`config.mk`:
```
export PLATFORM = sky130hd
export DESIGN_NAME = fetch_queue
export DESIGN_NICKNAME = d
export VERILOG_FILES = /design/src/rtl/fetch_pkg.sv /design/src/rtl/sync_fifo.sv /design/src/rtl/fetch_queue.sv
export SDC_FILE = /design/constraint.sdc
export NUM_CORES = 1
export LEC_CHECK = 0
export CAP_MARGIN = 10
export CORE_MARGIN = 3
export CORE_UTILIZATION = 50
export DETAILED_ROUTE_END_ITERATION = 8
export PLACE_DENSITY = 0.74
export REMOVE_ABC_BUFFERS = 1
export SYNTH_ARGS = -nofsm -noshare
export SYNTH_HDL_FRONTEND = slang
export SYNTH_SLANG_ARGS = --single-unit
```
`constraint.sdc`:
```
create_clock -name clock -period 9.57 [get_ports clock]
set_input_delay 1.914 -clock clock [delete_from_list [all_inputs] [get_ports clock]]
set_output_delay 1.914 -clock clock [all_outputs]
set_load 0.01 [all_outputs]
```
`src/rtl/fetch_pkg.sv`:
```
// Shared fetch-path types and constants, reused by the fetch queue and later
// by the load/store queue.
package fetch_pkg;

  localparam int XLEN_DEFAULT = 32;
  localparam int INST_W       = 32;
  localparam logic [INST_W-1:0] NOP_INST = 32'h0000_0013;

  typedef struct packed {
    logic [XLEN_DEFAULT-1:0] pc;
    logic [INST_W-1:0]       inst;
  } fetch_entry_t;

endpackage

```
`src/rtl/sync_fifo.sv`:
```
// Single-clock FIFO with flush. A push into a full FIFO is accepted only when a
// pop happens in the same cycle; flush empties it and drops any same-cycle push.
module sync_fifo #(
  parameter int WIDTH = 8,
  parameter int DEPTH = 4,
  localparam int PTR_W = $clog2(DEPTH),
  localparam int CNT_W = $clog2(DEPTH) + 1
) (
  input  logic             clock,
  input  logic             reset,
  input  logic             flush,
  input  logic             push,
  input  logic [WIDTH-1:0] push_data,
  input  logic             pop,
  output logic [WIDTH-1:0] pop_data,
  output logic             full,
  output logic             empty,
  output logic [CNT_W-1:0] count
);

  logic [PTR_W-1:0] wr_ptr_q, wr_ptr_d;
  logic [PTR_W-1:0] rd_ptr_q, rd_ptr_d;
  logic [CNT_W-1:0] count_q, count_d;
  logic [WIDTH-1:0] mem_q [DEPTH];
  logic [WIDTH-1:0] mem_d [DEPTH];
  logic             do_push;
  logic             do_pop;

  assign full     = (count_q == CNT_W'(DEPTH));
  assign empty    = (count_q == '0);
  assign count    = count_q;
  assign pop_data = mem_q[rd_ptr_q];

  always_comb begin
    do_pop   = pop && !empty;
    do_push  = push && (!full || do_pop);
    wr_ptr_d = wr_ptr_q;
    rd_ptr_d = rd_ptr_q;
    mem_d    = mem_q;
    if (do_push) begin
      mem_d[wr_ptr_q] = push_data;
      wr_ptr_d        = wr_ptr_q + PTR_W'(1);
    end
    if (do_pop) begin
      rd_ptr_d = rd_ptr_q + PTR_W'(1);
    end
    count_d = count_q + CNT_W'(do_push) - CNT_W'(do_pop);
    if (flush) begin
      wr_ptr_d = '0;
      rd_ptr_d = '0;
      count_d  = '0;
    end
  end

  always_ff @(posedge clock) begin
    if (reset) begin
      wr_ptr_q <= '0;
      rd_ptr_q <= '0;
      count_q  <= '0;
    end else begin
      wr_ptr_q <= wr_ptr_d;
      rd_ptr_q <= rd_ptr_d;
      count_q  <= count_d;
    end
  end

  // Storage needs no reset: an entry is only read after it has been written.
  always_ff @(posedge clock) begin
    mem_q <= mem_d;
  end

endmodule

```
`src/rtl/fetch_queue.sv`:
```
// Fetch front end: owns the PC, issues one-cycle-latency instruction-memory
// reads and buffers {pc, inst} pairs for decode, with redirect and flush.
module fetch_queue
  import fetch_pkg::*;
#(
  parameter int              XLEN     = XLEN_DEFAULT,
  parameter int              DEPTH    = 4,
  parameter logic [XLEN-1:0] RESET_PC = '0,
  parameter int              PC_INC   = 4,
  localparam int             CNT_W    = $clog2(DEPTH + 1)
) (
  input  logic              clock,
  input  logic              reset,
  input  logic              redirect_valid,
  input  logic [XLEN-1:0]   redirect_pc,
  output logic              imem_req,
  output logic [XLEN-1:0]   imem_addr,
  input  logic [INST_W-1:0] imem_rdata,
  output logic              inst_valid,
  input  logic              inst_ready,
  output logic [INST_W-1:0] inst_data,
  output logic [XLEN-1:0]   inst_pc,
  output logic [CNT_W-1:0]  occupancy
);

  localparam int SUM_W = CNT_W + 1;
  localparam logic [XLEN-1:0] ALIGN_MASK = ~(XLEN'(PC_INC) - XLEN'(1));

  typedef struct packed {
    logic [XLEN-1:0]   pc;
    logic [INST_W-1:0] inst;
  } entry_t;

  logic [XLEN-1:0]  fetch_pc_q, fetch_pc_d;
  logic [XLEN-1:0]  inflight_pc_q, inflight_pc_d;
  logic             inflight_q, inflight_d;
  logic             room;
  logic             issue;
  logic             resp_kill;
  logic             fifo_push;
  logic             fifo_pop;
  logic             fifo_full;
  logic             fifo_empty;
  logic [CNT_W-1:0] fifo_count;
  entry_t           push_entry;
  entry_t           head_entry;

  // Space is reserved at issue time, so a response always has a slot waiting.
  always_comb begin
    room          = !fifo_full &&
                    ((SUM_W'(fifo_count) + SUM_W'(inflight_q)) < SUM_W'(DEPTH));
    issue         = room && !reset && !redirect_valid;
    resp_kill     = reset || redirect_valid;
    fifo_push     = inflight_q && !resp_kill;
    fetch_pc_d    = fetch_pc_q;
    inflight_d    = issue;
    inflight_pc_d = inflight_pc_q;
    if (redirect_valid) begin
      fetch_pc_d = redirect_pc & ALIGN_MASK;
    end else if (issue) begin
      fetch_pc_d = fetch_pc_q + XLEN'(PC_INC);
    end
    if (issue) begin
      inflight_pc_d = fetch_pc_q;
    end
  end

  always_ff @(posedge clock) begin
    if (reset) begin
      fetch_pc_q    <= RESET_PC;
      inflight_pc_q <= '0;
      inflight_q    <= 1'b0;
    end else begin
      fetch_pc_q    <= fetch_pc_d;
      inflight_pc_q <= inflight_pc_d;
      inflight_q    <= inflight_d;
    end
  end

  assign imem_req   = issue;
  assign imem_addr  = fetch_pc_q;
  assign push_entry = '{pc: inflight_pc_q, inst: imem_rdata};

  // Decode handshake: a transfer happens when inst_valid && inst_ready.
  // inst_valid comes from registered FIFO state only, and the head entry holds
  // still until it is transferred.
  assign inst_valid = !fifo_empty;
  assign fifo_pop   = inst_valid && inst_ready;
  assign inst_data  = head_entry.inst;
  assign inst_pc    = head_entry.pc;
  assign occupancy  = fifo_count;

  sync_fifo #(
    .WIDTH($bits(entry_t)),
    .DEPTH(DEPTH)
  ) u_fifo (
    .clock    (clock),
    .reset    (reset),
    .flush    (redirect_valid),
    .push     (fifo_push),
    .push_data(push_entry),
    .pop      (fifo_pop),
    .pop_data (head_entry),
    .full     (fifo_full),
    .empty    (fifo_empty),
    .count    (fifo_count)
  );

endmodule

```
Word-level counts from Yosys, hierarchy flattened. Index checks and enable logic that the tools add are counted. Widths: inputs -> output; s select.

Flip-flop bits (word level): 328. Output and inout bits: 101.

$add $sub $neg: 6. $lt $le $gt $ge: 4. Equal/unequal tests: 1. Multiplexer cells: 8. Bitwise operators: 2. Reduce and logical (&&, ||, !) cells: 18.

Operator list (number): $bwmux 256 (1); $mux 64 (3); $bmux 64 s2 (1); $demux 64 s2 (1); $mux 32 (2); $add 32x3->32 const B (1); $logic_and 1x1->1 (8); $ge 3x3->1 const B (2); $not 2->3 (2); $logic_not 1->1 (5); $add 2x1->2 const B (2); $add 3x1->4 (1); $lt 4x3->1 const B (1); $add 3x1->3 (1); $eq 3x3->1 const B (1); $logic_not 3->1 (1); $lt 3x1->1 const B (1); $sub 3x1->3 (1); $logic_or 1x1->1 (2); $reduce_bool 2->1 (1); $reduce_or 2->1 (1).

Depth between registers and ports, before layout.
Depth after elaboration: 8. Depth in mapped cells: 9. Gate-level depth less buffers: 9.

Hierarchy. Synthesis repeated with hierarchy kept, for this count alone.

Cell total of the unflattened synthesis: 705. Area, all modules: 12584.6 um2.

Modules (own cells, without submodules): sync_fifo (times used 1, cells an instance 381, area an instance 9659.3 um2, sequential area each 7827.5 um2); fetch_queue (times used 1, cells an instance 324, area an instance 2925.3 um2, sequential area each 1221.2 um2).

Least setup slack after synthesis. No wires, ideal clock.

Path type: input to output. Start point: input reset. End point: output imem_req. Data arrival time: 2.902 ns. Slack: 4.754 ns. Cell stages on the path: 7. Path buffers: 3. Cells stage by stage: buf_2 > nor2_1 > a22o_1 > nand2b_1 > buf_2 > inv_2 > buf_4.

Cells in the longest elaborated chain, start to end: 3.

Ends and longest elaborated chain: start: declaration (RTL line fetch_queue.sv:13) `input logic reset,`; $logic_not 1->1 (RTL line fetch_queue.sv:52) `issue = room && !reset && !redirect_valid;`; $logic_and 1x1->1 (2 in a row) (RTL line fetch_queue.sv:52); end: declaration (RTL line fetch_queue.sv:16) `output logic imem_req,`.

No other way between the ends.

Final worst setup path. Same ends and word-level chain as after synthesis.

==> results.toml <==
[clock_network]
postCtsSetupRepairBufs = 0
ctsResizeCount = 0
cts.clk_slew.worst_paths_ps = 60
cts_root_buffer = "clkbuf_16"
numCtsBuffers = 31
h-tree-depth = 1
clock_latency_ps = 550
cts_tree = "built"
hold_buffers = 0
cts_buffer_depth = 3
cts_sinks = 316

[synthesis]
synth_area_um2 = 12300
synth-seq-area-share_pct = 71.7
synth_ff_type = "edfxtp_1"
yosysWarningCount = 0
synth-xor-area-share_pct = 2.28
ys_async_sr_fraction_pct = 0
ys_types = 42
synth_edf_count = 248
yosys.area_share.adder_pct = 0.978
synth_cells = 737
synth_compound_area_share_pct = 4.35
synth_top_family_by_area = "multiplexers"
avgSynthCellArea_um2 = 16.7
synth-simple-area-share_pct = 6.35
synthMuxAreaShare_pct = 11.7
ys_ff_latch = 316

[timing]
layout_setup_ws_ps = 2640
worst_slew_pin_slew_ps = 1010
tns_ps = 0
maxSlewHeadroom_pct = 32.9
maxSlewViolCount = 0
grt_setup_unrepaired = "false"
setup-violations-final = 0
fin_worst_skew_ps = 17.0
fmaxAchievable_mhz = 144
min_period_ps = 6930
hold_viol = 0
fin_crit_sh_pct = 72.5

[setup_path]
cp_max_fo = 65
endpoint_kind = "output pin"
cp.arrival_ps = 5020
critical_path_class = "in2out"
slowest_stage = "inv_2"
path_cells = "buf_2 -> buf_4 -> nor3b_2 -> a22o_1 -> nand2b_2 -> inv_2 -> clkdlybuf4s50_1"
required_ps = 7660
start_kind = "primary input"
cpPeakStageDelay_ps = 710

[layout]
layout_commonest_cell = "edfxtp_1"
antenna_cells = 0
final_cells = 1240
layout-drive-gt1-share_pct = 14.5
nets = 973
syn_to_final_growth_pct = 23.3
final_cell_mix = "248 x edfxtp_1, 160 x clkdlybuf4s50_1, 67 x nand2_1"

[floorplan]
die_w_um = 163
chipHeight_um = 163
coreArea_um2 = 23800
num_io_pins = 169
dieArea_um2 = 26500
num_rows = 56
start_util_pct = 51.6

[power]
totalPowerFinal_mw = 2.82
irDropWorstVdd_mv = 0.0952
p_leak_nw = 5.11
p_per_area_nw_per_um2 = 186

[flow_run]
maxCapViolCount = 0

[drt]
routed_wl_mm = 24.6
vias = 6694
antenna_left = 0
drt_iter0_markers = 452
vias_per_cell = 5.40
drc_errors = 0
drt-wirelength-per-cell_um = 19.8
firstDrtPassIters = 4

[grt]
grt_usage_pct = 18.4
grt.busiest_layer = "met2"
grtUsageMet1_pct = 27.4
grt_max_degree = 66
use_met3_pct = 3.13
grt_pass1_wl_mm = 38.4
grt-ovfl-total = 0
grt_pass1_vias = 6652
grt_antenna_before_repair = 0
grt_use_met2_pct = 29.2

[placed_design]
dp_cells = 1182
numPortBuffers = 162
dp_hpwl_mm = 14.1
place_ws_ps = 2560
place_congestion = 0.787

[hold_path]
min-delay-path-class = "reg2reg"

[outcome]
status = "finished clean"
==> cell type report <==
type                    count  area, um^2
flip-flops and latches    316        8820
fillers                  1732        8680
multi-input cells         349        3180
repair buffers            165        1630
clock buffers              43         892
well taps                 319         399
inverters                  33         124
clock inverters            15         103
==> synth_stat cells (all sizes together) (3+ instances only) <==
cell type  number  share of area [%]
nor2           12               0.37
xor2           14                1.0
inv            33                1.0
nand3          14               0.57
edfxtp        248                 61
buf            19               0.88
nor3            6               0.24
nand2          67                2.0
nand4          11               0.68
a21oi          57                2.3
and3            7               0.36
mux2i           3               0.24
nor3b           6               0.41
o21a           21                1.3
and2            7               0.36
mux4           62                 11
dfxtp          68                 11
or2             3               0.15
clkbuf         23               0.70
ha              8               0.82
nor4            6               0.60
xnor2          18                1.3
o22ai           6               0.31
==> layer usage <==
| layer | wire, um | up-vias |
|---|---|---|
| li1 | - | 3128 |
| met1 | 11200 | 3342 |
| met2 | 11700 | 193 |
| met3 | 1320 | 31 |
| met4 | 347 | 0 |
| met5 | 0 | - |
==> worst max-delay path: cells and delay by family <==
family / cells / cell delay [ps]
buffers and inverters: 4 / 1780
AND/OR/NAND/NOR: 2 / 880
AO/OA/AOI/OAI: 1 / 410
==> kinds of logic (layout without fill, tap and decap cells) <==
logic type | count (synthesis) | count (layout)
xor gates and xnor gates | 32 | 32
adders and majority gates | 9 | 9
AOI/OAI and AO/OA | 90 | 90
and+or+nand+nor | 148 | 148
buffers and inverters | 75 | 256
muxes | 66 | 66
DFF | 316 | 316
other | 1 | 4
==> final timing paths <==
check | start | endpoint | slack, ps | depth (start not counted)
setup / recovery | reset | imem_req | 2640 | 7
hold / removal | inflight_pc_q[27]$_SDFFE_PP0P_ | inflight_pc_q[27]$_SDFFE_PP0P_ | 500 | 2
hold reg to reg | inflight_pc_q[27]$_SDFFE_PP0P_ | inflight_pc_q[27]$_SDFFE_PP0P_ | 500 | 2
setup reg to reg | u_fifo.count[1]$_SDFF_PP0_ | inflight_pc_q[31]$_SDFFE_PP0P_ | 6520 | 7
==> where the power goes <==
group | switching, mW | internal [mW]
Sequential | 0.0243 | 1.49
Combinational | 0.0652 | 0.0765
Clock | 0.488 | 0.677
==> through the flow <==
stage                     hold WS [ps]  util, %  area, um^2
after CTS                          494     63.6       15100
after floorplan                    458        -       12100
after global routing               526     63.6       15100
after global placement             478     59.4       14200
after detailed placement           486     59.4       14200
final                              495     63.6       15100
==> sequential cells by signal, indices dropped and copies added (netlist names) <==
signal	flops
u_fifo.rd_ptr_q	2
inflight_q	1
imem_addr	30
inflight_pc_q	30
u_fifo.wr_ptr_q	2
u_fifo.mem_q	248
u_fifo.count	3
Note: power is estimated with default switching activity, not from simulation.
